[src/rtl/uart_rx_fifo_ctrl_if.sv]
// Bus bundle between the uart_rx FIFO controller, the CPU and uart_rx.
// The slave view belongs to the controller, the master view to its surroundings.
interface uart_rx_fifo_ctrl_if;
    logic [7:0] o_dat;
    logic       i_addr;
    logic       i_we;
    logic       i_cyc;
    logic       o_int;
    logic       o_rx_cyc;
    logic       o_rx_addr;
    logic [7:0] i_rx_dat;
    logic       i_rx_int;

    modport slave (
        output o_dat, o_int, o_rx_cyc, o_rx_addr,
        input  i_addr, i_we, i_cyc, i_rx_dat, i_rx_int
    );

    modport master (
        input  o_dat, o_int, o_rx_cyc, o_rx_addr,
        output i_addr, i_we, i_cyc, i_rx_dat, i_rx_int
    );
endinterface

[src/rtl/uart_rx_fifo_ctrl.sv]
// Services uart_rx byte interrupts with a status-then-data read and buffers
// the bytes in a FIFO that the CPU drains at its own pace.
module uart_rx_fifo_ctrl #(
    parameter int DEPTH     = 16,
    parameter int AW        = 4,
    parameter int THRESHOLD = 1
) (
    input logic                i_clk,
    input logic                i_reset,
    uart_rx_fifo_ctrl_if.slave bus
);
    typedef enum logic [1:0] {IDLE, RD_STAT, RD_DAT} state_t;

    localparam logic [AW:0] FULL_CNT = (AW+1)'(DEPTH);
    localparam logic [AW:0] THR_CNT  = (AW+1)'(THRESHOLD);
    localparam logic [AW:0] ONE      = (AW+1)'(1);

    state_t        state;
    logic          pend;
    logic          rx_cyc;
    logic          rx_addr;
    logic          irq;
    logic          uov;
    logic          fov;
    logic [AW-1:0] wr_ptr;
    logic [AW-1:0] rd_ptr;
    logic [AW:0]   count;
    logic [AW:0]   count_nxt;
    logic [7:0]    mem [DEPTH];

    logic rd;
    logic pop_req;
    logic stat_rd;
    logic full;
    logic empty;
    logic push;
    logic pop;
    logic push_ok;
    logic fov_set;
    logic uov_set;
    logic [7:0] status;

    assign rd      = bus.i_cyc & ~bus.i_we;
    assign pop_req = rd & ~bus.i_addr;
    assign stat_rd = rd & bus.i_addr;
    assign full    = (count == FULL_CNT);
    assign empty   = (count == '0);
    assign push    = (state == RD_DAT);
    assign pop     = pop_req & ~empty;
    // A pop in the same cycle frees the slot, so a push into a full FIFO survives.
    assign push_ok = push & (~full | pop);
    assign fov_set = push & ~push_ok;
    assign uov_set = (state == RD_STAT) & bus.i_rx_dat[1];
    assign status  = {4'd0, full, uov, fov, ~empty};

    assign bus.o_dat     = bus.i_addr ? status : mem[rd_ptr];
    assign bus.o_int     = irq;
    assign bus.o_rx_cyc  = rx_cyc;
    assign bus.o_rx_addr = rx_addr;

    always_comb begin
        count_nxt = count;
        unique case ({push_ok, pop})
            2'b10:   count_nxt = count + ONE;
            2'b01:   count_nxt = count - ONE;
            default: count_nxt = count;
        endcase
    end

    always_ff @(posedge i_clk or posedge i_reset) begin
        if (i_reset) begin
            state   <= IDLE;
            pend    <= 1'b0;
            rx_cyc  <= 1'b0;
            rx_addr <= 1'b0;
        end else begin
            unique case (state)
                IDLE: begin
                    if (bus.i_rx_int | pend) begin
                        state   <= RD_STAT;
                        pend    <= 1'b0;
                        rx_cyc  <= 1'b1;
                        rx_addr <= 1'b1;
                    end
                end
                RD_STAT: begin
                    if (bus.i_rx_int)
                        pend <= 1'b1;
                    state   <= RD_DAT;
                    rx_addr <= 1'b0;
                end
                RD_DAT: begin
                    if (bus.i_rx_int)
                        pend <= 1'b1;
                    state  <= IDLE;
                    rx_cyc <= 1'b0;
                end
                default: begin
                    state   <= IDLE;
                    rx_cyc  <= 1'b0;
                    rx_addr <= 1'b0;
                end
            endcase
        end
    end

    always_ff @(posedge i_clk or posedge i_reset) begin
        if (i_reset) begin
            wr_ptr <= '0;
            rd_ptr <= '0;
            count  <= '0;
        end else begin
            if (push_ok)
                wr_ptr <= wr_ptr + 1'b1;
            if (pop)
                rd_ptr <= rd_ptr + 1'b1;
            count <= count_nxt;
        end
    end

    always_ff @(posedge i_clk) begin
        if (push_ok)
            mem[wr_ptr] <= bus.i_rx_dat;
    end

    // Sticky flags: a status read clears them, a coincident set wins.
    always_ff @(posedge i_clk or posedge i_reset) begin
        if (i_reset) begin
            uov <= 1'b0;
            fov <= 1'b0;
            irq <= 1'b0;
        end else begin
            uov <= uov_set | (uov & ~stat_rd);
            fov <= fov_set | (fov & ~stat_rd);
            irq <= (count >= THR_CNT) | fov | uov;
        end
    end
endmodule

[src/flat_wrapper.sv]
// flat-port wrapper written by rule: the top's interface ports become plain ports
module uart_rx_fifo_ctrl_flat 
#(
    parameter int DEPTH     = 16,
    parameter int AW        = 4,
    parameter int THRESHOLD = 1
)
  (i_clk, i_reset, bus_o_dat, bus_o_int, bus_o_rx_cyc, bus_o_rx_addr, bus_i_addr, bus_i_we, bus_i_cyc, bus_i_rx_dat, bus_i_rx_int);
  uart_rx_fifo_ctrl_if bus_i ();
  input logic i_clk;
  input logic i_reset;
  output wire logic [$bits(bus_i.o_dat)-1:0] bus_o_dat;
  output wire logic [$bits(bus_i.o_int)-1:0] bus_o_int;
  output wire logic [$bits(bus_i.o_rx_cyc)-1:0] bus_o_rx_cyc;
  output wire logic [$bits(bus_i.o_rx_addr)-1:0] bus_o_rx_addr;
  input wire logic [$bits(bus_i.i_addr)-1:0] bus_i_addr;
  input wire logic [$bits(bus_i.i_we)-1:0] bus_i_we;
  input wire logic [$bits(bus_i.i_cyc)-1:0] bus_i_cyc;
  input wire logic [$bits(bus_i.i_rx_dat)-1:0] bus_i_rx_dat;
  input wire logic [$bits(bus_i.i_rx_int)-1:0] bus_i_rx_int;
  assign bus_o_dat = bus_i.o_dat;
  assign bus_o_int = bus_i.o_int;
  assign bus_o_rx_cyc = bus_i.o_rx_cyc;
  assign bus_o_rx_addr = bus_i.o_rx_addr;
  assign bus_i.i_addr = bus_i_addr;
  assign bus_i.i_we = bus_i_we;
  assign bus_i.i_cyc = bus_i_cyc;
  assign bus_i.i_rx_dat = bus_i_rx_dat;
  assign bus_i.i_rx_int = bus_i_rx_int;
  uart_rx_fifo_ctrl #(.DEPTH(DEPTH), .AW(AW), .THRESHOLD(THRESHOLD)) u_core (.i_clk(i_clk), .i_reset(i_reset), .bus(bus_i));
endmodule
[config.mk]
export PLATFORM = sky130hd
export DESIGN_NAME = uart_rx_fifo_ctrl_flat
export DESIGN_NICKNAME = d
export VERILOG_FILES = /design/src/rtl/uart_rx_fifo_ctrl_if.sv /design/src/rtl/uart_rx_fifo_ctrl.sv /design/src/flat_wrapper.sv
export SDC_FILE = /design/constraint.sdc
export NUM_CORES = 1
export LEC_CHECK = 0
export ABC_AREA = 1
export CAP_MARGIN = 0
export CORE_MARGIN = 2
export CORE_UTILIZATION = 62
export CTS_CLUSTER_DIAMETER = 50
export DETAILED_ROUTE_END_ITERATION = 8
export PLACE_DENSITY = 0.77
export SLEW_MARGIN = 0
export SYNTH_ARGS = -nofsm -noshare
export SYNTH_HDL_FRONTEND = slang
export SYNTH_SLANG_ARGS = --single-unit
export TNS_END_PERCENT = 50
[constraint.sdc]
create_clock -name i_clk -period 4 [get_ports i_clk]
set_clock_uncertainty 0.1 [all_clocks]
set_input_delay 0.8 -clock i_clk [delete_from_list [all_inputs] [get_ports i_clk]]
set_output_delay 0.8 -clock i_clk [all_outputs]
set_load 0.02 [all_outputs]
==> key figures <==
Power
  • Internal: 3.42 mW
  • Clk network pwr share: 0.288
  • PwrDens: 734 mW/mm²
  • Worst vdd ir: 0.365 mV
  • Logic pwr share: 0.336
  • Sw Ratio: 0.365
  • Sequential share of power: 0.376
  • Switching power: 1.96 mW
  • Leakage power: 2.85 nW

GRT
  • GRT Total Usage: 0.267
  • First-pass GRT wire length: 22,200 µm
  • Largest net degree at the start of global routing: 41
  • Initial antenna violation count: 0
  • Vias in the first global route: 4,322
  • GRT overflow: 0

Floorplan
  • Die Ht: 106 µm
  • IO Count: 25
  • Die area: 0.0112 mm²
  • Die W: 106 µm
  • Core area: 0.0102 mm²
  • Site row count: 37
  • Initial Util: 0.630

Layout
  • N_diodes: 0
  • Share of cells above drive strength 1: 0.0750
  • Most common cell after layout, fill and taps aside: nand2_1
  • Non-filler cells, final: 763
  • Area growth, synth to finish: 13.7%
  • Finished Cell Area: 0.00733 mm²
  • Nets: 642
  • Most frequent cells in the layout: nand2_1, edfxtp_1, nand3_1, nor2_1, inv_1

Place
  • Dpl hpwl: 8490 µm
  • Dpl cell area: 0.00676 mm²
  • Placed cells: 731
  • I/O Buffers: 24
  • Pre-CTS setup slack: 693 ps
  • Gpl congestion: 0.844

Route
  • Post-DR vias/cell: 5.71
  • First-pass DRT Iterations: 5
  • Drc violations: 0
  • Routed Antenna Nets: 0
  • Routed len/inst: 18.0 µm
  • Via count: 4,355
  • WL final: 13,700 µm
  • DR iter-0 viols: 477

Timing
  • Slew @ Worst Pin: 868 ps
  • Final WS setup: 226 ps
  • Fin crit share: 0.943
  • Smallest hold slack: 403 ps
  • Setup violations, final: 0
  • Minimum clock period: 3770 ps
  • Final hold viol count: 0
  • Setup_tns: 0 ps
  • RSZ-0062 raised after global routing: false
  • Max-slew violations: 0
  • Fmax: 265 MHz
  • Max-slew headroom: 0.420

Yosys
  • Synthesis warning total: 0
  • Seq/Total Area, Yosys: 0.678
  • Cell accounting for the most synthesized area: edfxtp_1
  • #FFs+latches synth: 149
  • Async S/R FF share, synth: 0.141
  • Avg Cell Area, Syn: 11.0 µm²
  • Synth top area share: 0.596
  • Mapped Area: 0.00645 mm²
  • Prevailing post-synth register cell: edfxtp_1
  • Post-Syn Instances: 588
  • EDFF count, synth: 128
  • Synth cell types: 30
  • Mapped Nets: 616
  • Synth top area cells: edfxtp_1, nand2_1, dfrtp_1

CTS
  • Post-CTS resize count: 0
  • Clk_lat worst skew: 530 ps
  • Max clock buf depth: 2
  • # hold bufs at CTS: 0
  • Clock root buffer master: clkbuf_8
  • Count of clock tree sinks: 149
  • Cts bufs inserted: 17
  • Number of setup buffers added after CTS: 0
  • H-tree depth: 4
  • CTS tree: built
  • Worst-path clk slew: 60 ps

Critical path
  • Worst Path Max Fanout: 18
  • Worst EP arrival: 2870 ps
  • FF-to-FF setup slack: 1330 ps
  • Kind of critical path: reg2out
  • Reg-to-Reg End: u_core.mem[8][7]
  • WP data required: 3100 ps
  • CP Capture Type: output pin
  • FF-to-FF Start: u_core.count[0]
  • R2R cell count: 9
  • Startpoint types: flop

Worst hold path
  • Hold EP: u_core.bus.o_int
  • WHS Path Cells: 2
  • Hold Crit Class: reg2reg
  • Hold_sp: u_core.count[4]

Run
  • Max Cap Violations: 0

Run status
  • Status: finished, final reports clean
[layer usage]
metal,vias up,track usage,part of all wire
met3,36,0.0656,0.075
met4,0,0.135,0.034
li1,2045,-,-
met5,-,0,0
met2,199,0.410,0.47
met1,2075,0.359,0.42
[cell type report]
| class | instances | area (µm²) |
|---|---|---|
| flip-flops and latches | 149 | 4370 |
| fillers | 707 | 2900 |
| multi-input cells | 379 | 1780 |
| clock buffers | 19 | 422 |
| repair buffers | 32 | 300 |
| well taps | 136 | 170 |
| clock inverters | 13 | 156 |
| inverters | 35 | 134 |
[registers in the layout (all words and copies together) (netlist names), 2 cells and up]
register and flops:
u_core.mem 128, u_core.count 5, u_core.rd_ptr 4, u_core.wr_ptr 4, u_core.state 2
[worst max path at each step]
stage / startpoint / endpoint / slack (ps) / depth (start not counted)
2_1_floorplan: bus_i_addr / u_core.mem[0][0] / 1670 / 8
3_3_place_gp: bus_i_addr / bus_o_dat[3] / 750 / 5
3_5_place_dp: bus_i_addr / bus_o_dat[2] / 690 / 5
4_1_cts: u_core.rd_ptr[2] / bus_o_dat[7] / 200 / 6
5_1_grt: u_core.rd_ptr[1] / bus_o_dat[7] / 30 / 7
6_report: u_core.rd_ptr[2] / bus_o_dat[7] / 230 / 6
[through the flow]
| step | total power [mW] | util |
|---|---|---|
| after floorplan | 3.33 | - |
| after global placement | 3.76 | 0.660 |
| after detailed placement | 3.82 | 0.660 |
| after CTS | 5.38 | 0.717 |
| after global routing | 5.68 | 0.717 |
| final | 5.38 | 0.717 |
[synth_stat cells (6+ instances only)]
cell / number
inv_1: 32
nand3_1: 83
ha_1: 14
o21ai_1: 6
edfxtp_1: 128
buf_4: 8
dfrtp_1: 21
nand2_1: 172
xor2_1: 7
a21oi_1: 10
o21ai_0: 18
nor2_1: 54
buf_2: 8
[power groups by stage]
stage | clock (mW) | sequential, mW | combinational (mW)
after floorplan | 0 | 1.99 | 1.35
after detailed placement | 0 | 2.05 | 1.77
after global routing | 1.62 | 2.05 | 2.01
final | 1.55 | 2.02 | 1.81
after global placement | 0 | 2.04 | 1.72
after CTS | 1.56 | 2.02 | 1.80
[kinds of logic (layout without fill, tap and decap cells)]
| family | Yosys count | after routing | synth area share |
|---|---|---|---|
| adder cells (fa/ha/maj) | 14 | 14 | 0.0272 |
| XOR/XNOR | 9 | 9 | 0.0122 |
| AO/OA/AOI/OAI | 38 | 38 | 0.0312 |
| flip-flops | 149 | 149 | 0.678 |
| AND/OR/NAND/NOR | 318 | 318 | 0.206 |
| buffers and inverters | 60 | 99 | 0.0462 |
[critical path, stage by stage (launching register included)]
cell and delay (ps):
dfrtp_1 330, buf_4 230, clkinv_1 500, nand3_1 320, nand3_1 100, a21oi_1 230, clkdlybuf4s50_1 650
Note: power is estimated with default switching activity, not from simulation.
